### src/rtl/operand_fetch.sv
// operand_fetch
//   Register-read stage sitting between decode and execute.
//   - Reads rs1/rs2 through the combinational regfile read ports and forwards
//     same-cycle writeback data over the regfile value.
//   - Keeps a busy-bit scoreboard of destinations still waiting for writeback
//     and stalls decode on RAW (source busy) and WAW (destination busy) hazards.
//   - Holds a single registered output slot for execute.
//
// Handshakes (both sides, valid/ready):
//   A transfer happens on a rising edge where valid && ready are both high.
//   The producer keeps valid and its payload stable until that transfer.
//   ready may depend combinationally on the consumer's state, and it is never
//   derived from valid. On the decode side id_ready is computed here. On the
//   execute side ex_ready comes from execute and is ignored while ex_valid=0.
//
// Ports
//   clk, rst_n                 clock, asynchronous active-low reset
//   id_*                       instruction from decode (valid/ready)
//   rf_rs1_*/rf_rs2_*          regfile read ports (index out, data in)
//   wb_we/wb_rd_idx/wb_rd_data writeback port (also drives the regfile)
//   flush                      squash this stage and clear the scoreboard
//   ex_*                       registered operands to execute (valid/ready)
//   dbg_busy                   scoreboard busy bits, for observation only
module operand_fetch #(
  parameter int XLEN      = 32,
  parameter int REG_IDX_W = 3,
  parameter int OP_W      = 6
) (
  input  logic                      clk,
  input  logic                      rst_n,
  input  logic                      id_valid,
  output logic                      id_ready,
  input  logic [REG_IDX_W-1:0]      id_rs1_idx,
  input  logic                      id_rs1_en,
  input  logic [REG_IDX_W-1:0]      id_rs2_idx,
  input  logic                      id_rs2_en,
  input  logic [REG_IDX_W-1:0]      id_rd_idx,
  input  logic                      id_rd_we,
  input  logic [XLEN-1:0]           id_imm,
  input  logic [OP_W-1:0]           id_op,
  output logic [REG_IDX_W-1:0]      rf_rs1_idx,
  input  logic [XLEN-1:0]           rf_rs1_data,
  output logic [REG_IDX_W-1:0]      rf_rs2_idx,
  input  logic [XLEN-1:0]           rf_rs2_data,
  input  logic                      wb_we,
  input  logic [REG_IDX_W-1:0]      wb_rd_idx,
  input  logic [XLEN-1:0]           wb_rd_data,
  input  logic                      flush,
  output logic                      ex_valid,
  input  logic                      ex_ready,
  output logic [XLEN-1:0]           ex_rs1_data,
  output logic [XLEN-1:0]           ex_rs2_data,
  output logic [REG_IDX_W-1:0]      ex_rd_idx,
  output logic                      ex_rd_we,
  output logic [XLEN-1:0]           ex_imm,
  output logic [OP_W-1:0]           ex_op,
  output logic [(2**REG_IDX_W)-1:0] dbg_busy
);

  localparam int REG_COUNT = 2 ** REG_IDX_W;

  // Output slot: EMPTY means ex_valid=0, FULL means ex_valid=1.
  typedef enum logic {
    SLOT_EMPTY = 1'b0,
    SLOT_FULL  = 1'b1
  } slot_state_t;

  slot_state_t          state;
  logic [REG_COUNT-1:0] busy;
  logic [REG_COUNT-1:0] busy_nxt;

  logic                 fwd1, fwd2;
  logic [XLEN-1:0]      op1, op2;
  logic                 haz1, haz2, haz_w;
  logic                 wb_hits_rd;
  logic                 accept;

  assign rf_rs1_idx = id_rs1_idx;
  assign rf_rs2_idx = id_rs2_idx;

  // Writeback to r0 never forwards: r0 always reads as zero.
  assign fwd1 = wb_we && (wb_rd_idx != '0) && (wb_rd_idx == id_rs1_idx);
  assign fwd2 = wb_we && (wb_rd_idx != '0) && (wb_rd_idx == id_rs2_idx);

  assign op1 = (id_rs1_idx == '0) ? '0 : (fwd1 ? wb_rd_data : rf_rs1_data);
  assign op2 = (id_rs2_idx == '0) ? '0 : (fwd2 ? wb_rd_data : rf_rs2_data);

  // A busy source is fine when its writeback lands this same cycle.
  assign haz1 = id_rs1_en && (id_rs1_idx != '0) && busy[id_rs1_idx] && !fwd1;
  assign haz2 = id_rs2_en && (id_rs2_idx != '0) && busy[id_rs2_idx] && !fwd2;

  // WAW: the older write to rd must retire first, unless it retires now.
  assign wb_hits_rd = wb_we && (wb_rd_idx == id_rd_idx);
  assign haz_w = id_rd_we && (id_rd_idx != '0) && busy[id_rd_idx] && !wb_hits_rd;

  assign id_ready = (!ex_valid || ex_ready) && !haz1 && !haz2 && !haz_w && !flush;
  assign accept   = id_valid && id_ready;

  assign ex_valid = (state == SLOT_FULL);
  assign dbg_busy = busy;

  // Clear first, then set, so a new writer of the index being retired this
  // cycle keeps its busy bit.
  always_comb begin
    busy_nxt = busy;
    if (wb_we) begin
      busy_nxt[wb_rd_idx] = 1'b0;
    end
    if (accept && id_rd_we && (id_rd_idx != '0)) begin
      busy_nxt[id_rd_idx] = 1'b1;
    end
    busy_nxt[0] = 1'b0;
  end

  always_ff @(posedge clk or negedge rst_n) begin
    if (!rst_n) begin
      state       <= SLOT_EMPTY;
      busy        <= '0;
      ex_rs1_data <= '0;
      ex_rs2_data <= '0;
      ex_rd_idx   <= '0;
      ex_rd_we    <= 1'b0;
      ex_imm      <= '0;
      ex_op       <= '0;
    end else if (flush) begin
      // Everything downstream is squashed with us, so no pending write survives.
      state <= SLOT_EMPTY;
      busy  <= '0;
    end else begin
      busy <= busy_nxt;
      if (accept) begin
        state       <= SLOT_FULL;
        ex_rs1_data <= op1;
        ex_rs2_data <= op2;
        ex_rd_idx   <= id_rd_idx;
        ex_rd_we    <= id_rd_we;
        ex_imm      <= id_imm;
        ex_op       <= id_op;
      end else if (ex_ready) begin
        state <= SLOT_EMPTY;
      end
    end
  end

endmodule

### config.mk
export PLATFORM = sky130hd
export DESIGN_NAME = operand_fetch
export DESIGN_NICKNAME = d
export VERILOG_FILES = /design/src/rtl/operand_fetch.sv
export SDC_FILE = /design/constraint.sdc
export NUM_CORES = 1
export LEC_CHECK = 0
export CAP_MARGIN = 20
export CORE_ASPECT_RATIO = 0.6
export CORE_MARGIN = 2
export CORE_UTILIZATION = 44
export DETAILED_ROUTE_END_ITERATION = 16
export PLACE_DENSITY = 0.94
export SLEW_MARGIN = 20
export SYNTH_ARGS = -nofsm -noshare
export SYNTH_HDL_FRONTEND = slang
export SYNTH_SLANG_ARGS = --single-unit
### constraint.sdc
create_clock -name clk -period 5.2 [get_ports clk]
set_input_delay 0.52 -clock clk [delete_from_list [all_inputs] [get_ports clk]]
set_output_delay 0.52 -clock clk [all_outputs]
set_load 0.01 [all_outputs]
==> results.cfg, run 1 <==
[logic_synthesis]
sequential_area_share_after_synthesis_pct = 49.7
number_of_synthesized_flops_with_an_enable_pin = 0
yosys.cell_types.count = 39
synth_nets = 617
synth.cell_area_sq_mm = 0.00574
synth_ff_type = sky130_fd_sc_hd__dfrtp_1
synthArstFlopShare_pct = 100
synth_area_per_cell_sq_um = 12.4
synth-warning-count = 0
synth_cells = 462
postSynthRegisterBits = 114

[timing]
setup_total_negative_slack_ns = 0
hold_violations = 0
fmaxAchievable_ghz = 0.274
min_period_ns = 3.64
slew_margin_rel_pct = 41.5
rsz0062_at_grt = false
post-route-period-util_pct = 70.1
setup_viol = 0
fin_skew_ns = 0.00720
tightestPinTransition_ns = 0.877
final-max-slew-violation-count = 0

[final_layout]
design_area_sq_mm = 0.00922
antenna_cells_inserted = 0
drive_above_1_share_pct = 11.4
syn_to_final_growth_pct = 60.7
fill_cells = 879
fin_nets = 880

[drt]
route.vias.total = 4790
vias_per_cell = 5.28
drt_iter0_drc = 186
drcViolationCount = 0
routed_len_inst_um = 20.5
antenna_violating_nets_post_route = 0
drt_wl_total_mm = 18.6
drtPass1Iterations = 4

[die]
die-width_um = 151
pin_count = 277
std_cell_rows = 32
die_area_sq_mm = 0.0140
coreArea_sq_mm = 0.0128
dieHeight_um = 92.5
initial_utilization_pct = 44.9

[clock_network]
cts.htree.levels = 4
cts_max_path_buffers = 2
tritoncts.num_buffers = 17
cts_root_buffer = sky130_fd_sc_hd__clkbuf_16
worstSkewPairLatency_ns = 0.40
cts.hold.buffers_added = 0
clock_sinks = 114
tritoncts = done
post_cts_resize_count = 0
setup_repair_bufs_after_cts = 0
cts.clk_slew.worst_paths_ns = 0.06

[global_routing]
grt_first_pass_wirelength_mm = 28.1
grt_start_max_net_pins = 85
global_route.overflow_total = 0
number_of_global_route_vias_before_repair = 5206
antenna_found_initial = 0
global_route.usage.total_pct = 26.6

[pwr]
comb_power_share_pct = 30.6
worst_ir_drop_vdd_mv = 0.260
internal_power_mw = 2.58
pwr_density_cell_mw_per_mm2 = 387
clockPowerShare_pct = 34.8
switching_share_pct = 27.6
sequentialPowerShare_pct = 34.6
net-switching-power_mw = 0.983
power.static_leakage_nw = 3.76

[place]
detailed_place.area_sq_mm = 0.00859
port-buffer-count = 275
globalplace.congestion = 0.895
detailed_place_hpwl_mm = 13.8

[critical_path]
cp_data_required_time_ns = 4.68
slowest_stage = sky130_fd_sc_hd__clkdlybuf4s50_1
cp_data_arrival_time_ns = 3.12
worst_setup_path_end_kind = output pin
timing_worst_setup_path_type = in -> out
max_stage_delay_ns = 0.67
critical_path_peak_fanout = 7
crit_buf_inv = 2
critical_path.cell_chain = clkdlybuf4s50_1 -> mux2_2 -> a221oi_1 -> o31ai_1 -> nor3_1 -> clkdlybuf4s50_1
kind_of_cell_with_the_highest_combined_delay_on_the_critical_path = buffers and inverters
crit_top_cell = sky130_fd_sc_hd__clkdlybuf4s50_1
start_kind = input pin

[run_status]
outcome = completed

[min_path]
timing.hold.worst.class = in -> async

[flow_run]
cap_violations = 0
## worst paths after layout
kind	from	endpoint	slack [ns]	cells after the start
hold reg to reg	ex_imm[8]	ex_imm[8]	0.48	1
min in group clk	ex_imm[8]	ex_imm[8]	0.48	1
hold / removal	rst_n	ex_rs2_data[28]	0.12	1
max in group asynchronous	rst_n	ex_imm[20]	3.74	2
setup / recovery	id_rs1_idx[2]	id_ready	1.56	6
setup reg to reg	dbg_busy[7]	ex_imm[27]	2.62	6
## cells by family (layout without fill, tap and decap cells)
kind of cell / after synthesis / after routing / share of synthesized area, %
AOI/OAI and AO/OA: 24 / 24 / 3.58
xor gates and xnor gates: 9 / 9 / 1.37
buffers and inverters: 44 / 320 / 3.97
DFF: 114 / 114 / 49.7
muxes: 177 / 177 / 33.5
other: 1 / 1 / 0.0653
and+or+nand+nor: 93 / 93 / 7.83
## cell usage after synthesis (2+ instances only)
library cell	n	area share, %
sky130_fd_sc_hd__nor4_4	2	0.74
sky130_fd_sc_hd__inv_1	5	0.33
sky130_fd_sc_hd__nand4_1	2	0.22
sky130_fd_sc_hd__xnor2_1	3	0.46
sky130_fd_sc_hd__o311a_1	4	0.70
sky130_fd_sc_hd__nand2_1	4	0.26
sky130_fd_sc_hd__a41o_1	2	0.35
sky130_fd_sc_hd__mux2i_1	66	12
sky130_fd_sc_hd__a32o_1	3	0.52
sky130_fd_sc_hd__xor2_1	6	0.92
sky130_fd_sc_hd__nor2_1	67	4.4
sky130_fd_sc_hd__buf_2	8	0.70
sky130_fd_sc_hd__a21oi_1	4	0.35
sky130_fd_sc_hd__a221oi_1	2	0.31
sky130_fd_sc_hd__buf_4	14	1.8
sky130_fd_sc_hd__mux2_2	36	7.1
sky130_fd_sc_hd__nand2b_1	2	0.22
sky130_fd_sc_hd__nor2b_1	3	0.33
sky130_fd_sc_hd__nor3_1	6	0.52
sky130_fd_sc_hd__dfrtp_1	114	50
sky130_fd_sc_hd__mux2_1	74	15
sky130_fd_sc_hd__nor4b_2	2	0.52
sky130_fd_sc_hd__clkbuf_1	16	1.0
sky130_fd_sc_hd__a21o_1	2	0.26
## power groups by stage
stage | Sequential (mW) | Combinational, mW | Clock, mW
2_1_floorplan | 1.34 | 0.286 | 0
3_3_place_gp | 1.23 | 1.07 | 0
3_5_place_dp | 1.25 | 1.10 | 0
4_1_cts | 1.23 | 1.11 | 1.26
5_1_grt | 1.26 | 1.17 | 1.31
6_report | 1.23 | 1.09 | 1.24
## placed cells by master, fill, tap and decap left out, types with 2 or more instances in the layout
cell type	netlist	layout
sky130_fd_sc_hd__inv_6	0	4
sky130_fd_sc_hd__nor2b_1	3	3
sky130_fd_sc_hd__a21o_1	2	2
sky130_fd_sc_hd__inv_1	5	5
sky130_fd_sc_hd__a221oi_1	2	2
sky130_fd_sc_hd__nor3_1	6	4
sky130_fd_sc_hd__bufinv_16	0	4
sky130_fd_sc_hd__a41o_1	2	2
sky130_fd_sc_hd__dfrtp_1	114	114
sky130_fd_sc_hd__xnor2_1	3	3
sky130_fd_sc_hd__clkinv_4	0	3
sky130_fd_sc_hd__mux2_1	74	74
sky130_fd_sc_hd__nand2b_1	2	2
sky130_fd_sc_hd__clkbuf_16	0	17
sky130_fd_sc_hd__o311a_1	4	4
sky130_fd_sc_hd__xor2_1	6	6
sky130_fd_sc_hd__mux2i_1	66	66
sky130_fd_sc_hd__nor4_4	2	2
sky130_fd_sc_hd__clkinvlp_4	0	2
sky130_fd_sc_hd__nand4_1	2	2
sky130_fd_sc_hd__clkdlybuf4s50_1	0	274
sky130_fd_sc_hd__nor2_1	67	67
sky130_fd_sc_hd__nor3_4	0	2
sky130_fd_sc_hd__a21oi_1	4	4
sky130_fd_sc_hd__nand2_1	4	4
sky130_fd_sc_hd__mux2_2	36	36
sky130_fd_sc_hd__a32o_1	3	3
sky130_fd_sc_hd__buf_4	14	7
## final cells by class
class,count,area [sq um],area share [%]
Clock buffer,18,429,4.65
Clock inverter,14,201,2.18
Inverter,6,22.5,0.244
Multi-Input combinational cell,304,2690,29.2
Sequential cell,114,2850,30.9
Tap cell,170,213,2.31
Timing Repair Buffer,282,2820,30.5
## sequential cells by signal, summed over array words and instances, names as in the netlist
| register | flops |
|---|---|
| dbg_busy | 7 |
| ex_imm | 32 |
| ex_op | 6 |
| ex_rd_idx | 3 |
| ex_rd_we | 1 |
| ex_rs1_data | 32 |
| ex_rs2_data | 32 |
| ex_valid | 1 |
## stage by stage
step | total power, mW | hold WS (ns) | util [%] | setup WS (ns) | cells
2_1_floorplan | 1.63 | 0.224 | - | 2.51 | 462
5_1_grt | 3.73 | 0.166 | 72.2 | 1.41 | 908
3_3_place_gp | 2.30 | 0.468 | 67.2 | 1.69 | 876
3_5_place_dp | 2.35 | 0.474 | 67.2 | 1.61 | 876
6_report | 3.57 | 0.125 | 72.2 | 1.56 | 908
4_1_cts | 3.61 | 0.142 | 72.2 | 1.60 | 908
## metal layers
metal | wire [um] | up-vias | global-route usage [%] | part of all wire [%]
met5 | 0 | - | 0 | 0
met4 | 480 | 0 | 10.4 | 2.6
met3 | 1770 | 34 | 9.41 | 9.5
met2 | 9030 | 215 | 44.9 | 49
met1 | 7310 | 2377 | 31.2 | 39
li1 | - | 2164 | - | -
Note: power is estimated with default switching activity, not from simulation.
==> inputs of run 2 (changes only) <==
--- a/config.mk
+++ b/config.mk
@@ -8,9 +8,9 @@
 export CAP_MARGIN = 20
 export CORE_ASPECT_RATIO = 0.6
 export CORE_MARGIN = 2
-export CORE_UTILIZATION = 44
+export CORE_UTILIZATION = 41
 export DETAILED_ROUTE_END_ITERATION = 16
-export PLACE_DENSITY = 0.94
+export PLACE_DENSITY = 0.89
 export SLEW_MARGIN = 20
 export SYNTH_ARGS = -nofsm -noshare
 export SYNTH_HDL_FRONTEND = slang
==> constraint.sdc (replaced) <==
create_clock -name clk -period 3.36 [get_ports clk]
set_input_delay 0.336 -clock clk [delete_from_list [all_inputs] [get_ports clk]]
set_output_delay 0.336 -clock clk [all_outputs]
set_load 0.01 [all_outputs]
==> run 2 against run 1 <==
  * Clock power rose by 40%
  * First-iteration DRC count rose by 30%
  * Global-route usage fell by 3.1 points
  * Hold slack improved by 0.36 ns
  * Register-to-register slack got worse by 1.9 ns
  * Largest cell class is now non-clock buffers
  * Highest routed layer unchanged
==> results.cfg, run 2 (synthesis gave the netlist of run 1 again) <==
[place]
numPlacedInstances = 907
port-buffer-count = 275
globalplace.congestion = 0.919
detailed_place_hpwl_mm = 13.4
detailed_place.area_sq_mm = 0.00873

[timing]
fin_skew_ns = 0.0121
rsz0062_at_grt = false
min_period_ns = 3.21
hold_violations = 0
tightestPinTransition_ns = 0.645
final-max-slew-violation-count = 0
fmaxAchievable_ghz = 0.311
setup_total_negative_slack_ns = 0
post-route-period-util_pct = 95.5
setup_viol = 0
slew_margin_rel_pct = 57.0

[critical_path]
max_stage_delay_ns = 0.64
timing_worst_setup_path_type = in -> out
crit_top_cell = sky130_fd_sc_hd__clkdlybuf4s50_1
critical_path.cell_chain = clkdlybuf4s50_1 -> mux2_2 -> a221oi_1 -> o31ai_2 -> nor3_1 -> clkdlybuf4s50_1
critical_path_peak_fanout = 7
cp_data_required_time_ns = 3.02
crit_buf_inv = 2
cp_data_arrival_time_ns = 2.87
slowest_stage = sky130_fd_sc_hd__clkdlybuf4s50_1
worst_setup_path_end_kind = output pin
kind_of_cell_with_the_highest_combined_delay_on_the_critical_path = buffers and inverters
start_kind = input pin

[final_layout]
syn_to_final_growth_pct = 62.3
mostFrequentLayoutCells = sky130_fd_sc_hd__clkdlybuf4s50_1 (274), sky130_fd_sc_hd__dfrtp_1 (114), sky130_fd_sc_hd__mux2_1 (74)
mostFrequentLayoutCell = sky130_fd_sc_hd__clkdlybuf4s50_1
stdcell_count = 940
design_area_sq_mm = 0.00931
drive_above_1_share_pct = 12.7
antenna_cells_inserted = 0
largest_registers = ex_imm x32, ex_rs1_data x32, ex_rs2_data x32
fin_nets = 890

[global_routing]
global_route.usage.total_pct = 23.5
grt_start_max_net_pins = 66
number_of_global_route_vias_before_repair = 5109
global_route.overflow_total = 0
antenna_found_initial = 0
grt_first_pass_wirelength_mm = 26.9

[clock_network]
clock_sinks = 114
cts_root_buffer = sky130_fd_sc_hd__clkbuf_16
tritoncts.num_buffers = 17
cts.htree.levels = 4
worstSkewPairLatency_ns = 0.40
tritoncts = done
cts.clk_slew.worst_paths_ns = 0.05
cts_max_path_buffers = 2
setup_repair_bufs_after_cts = 0

[run_status]
outcome = completed

[pwr]
worst_ir_drop_vdd_mv = 0.423
power.total_mw = 5.34
power.static_leakage_nw = 3.80
pwr_density_cell_mw_per_mm2 = 574

[drt]
route.vias.total = 4757
routed_len_inst_um = 18.9
drtPass1Iterations = 4
vias_per_cell = 5.06
antenna_violating_nets_post_route = 0
drcViolationCount = 0
drt_wl_total_mm = 17.8
drt_iter0_drc = 242

[die]
pin_count = 277
die_area_sq_mm = 0.0150
std_cell_rows = 33
die-width_um = 157
dieHeight_um = 95.6
initial_utilization_pct = 42.0
coreArea_sq_mm = 0.0137

[min_path]
timing.hold.worst.class = reg -> reg

[flow_run]
cap_violations = 0
## run 2: cell types whose count changed in the layout (fill, tap and decap cells not counted)
| cell | before | now |
|---|---|---|
| sky130_fd_sc_hd__buf_12 | 1 | 5 |
| sky130_fd_sc_hd__buf_4 | 7 | 12 |
| sky130_fd_sc_hd__bufinv_16 | 4 | 1 |
| sky130_fd_sc_hd__clkbuf_1 | 1 | 0 |
| sky130_fd_sc_hd__clkinv_2 | 1 | 2 |
| sky130_fd_sc_hd__clkinv_4 | 3 | 4 |
| sky130_fd_sc_hd__dlygate4sd3_1 | 0 | 1 |
| sky130_fd_sc_hd__inv_8 | 0 | 2 |
| sky130_fd_sc_hd__nor3_2 | 0 | 2 |
| sky130_fd_sc_hd__nor3_4 | 2 | 0 |
| sky130_fd_sc_hd__o31ai_1 | 1 | 0 |
| sky130_fd_sc_hd__o31ai_2 | 1 | 2 |
## run 2: final timing paths
path / startpoint / end / slack [ns] / cells past startpoint
worst max-delay path: id_rs1_idx[2] / id_ready / 0.15 / 6
worst min-delay path: ex_rs2_data[20] / ex_rs2_data[20] / 0.48 / 1
worst max register to register: dbg_busy[1] / ex_rs2_data[25] / 0.77 / 6
worst min register to register: ex_rs2_data[20] / ex_rs2_data[20] / 0.48 / 1
max in group asynchronous: rst_n / ex_rs2_data[30] / 2.02 / 3
min in group asynchronous: rst_n / ex_rs2_data[28] / 0.52 / 2
## run 2: stage by stage
step                      hold slack, ns  util (%)  setup WS [ns]
final                              0.481      68.1          0.150
after detailed placement           0.402      63.8          0.155
after global placement             0.399      63.8          0.287
after CTS                          0.485      68.1          0.171
after floorplan                   0.0404         -          0.853
after global routing               0.495      68.1         0.0487
## run 2: layout make-up
cell class / count / area (sq um)
fillers: 986 / 4350
repair buffers: 292 / 2940
flip-flops and latches: 114 / 2850
multi-input cells: 304 / 2680
clock buffers: 17 / 425
well taps: 192 / 240
clock inverters: 15 / 148
inverters: 6 / 22.5
## run 2: power breakdown
| part | switching [mW] | total, mW | internal [mW] |
|---|---|---|---|
| sequential | 0.185 | 1.91 | 1.72 |
| combinational | 0.656 | 1.70 | 1.04 |
| clock | 0.702 | 1.74 | 1.04 |
| total | 1.54 | 5.34 | 3.80 |
## run 2: timing repair
action | 4_1_cts | 5_1_grt
endpoints found under the hold margin | 44 | 0
setup endpoints to repair | 0 | 1
resized for setup | 0 | 1
hold buffers | 1 | 0
## run 2: metal layers
layer  wire, um  track usage (%)  vias up
met5          0                0        -
li1           -                -     2188
met2       8580             40.8      217
met3       1610             7.77       21
met4        224             6.04        0
met1       7390             28.5     2331
==> inputs of run 3 (changes only) <==
--- a/config.mk
+++ b/config.mk
@@ -11,7 +11,6 @@
 export CORE_UTILIZATION = 41
 export DETAILED_ROUTE_END_ITERATION = 16
 export PLACE_DENSITY = 0.89
-export SLEW_MARGIN = 20
 export SYNTH_ARGS = -nofsm -noshare
 export SYNTH_HDL_FRONTEND = slang
 export SYNTH_SLANG_ARGS = --single-unit
==> results of run 3 <==
Same layout as run 2: the final DEF is identical, and so are final timing and power.
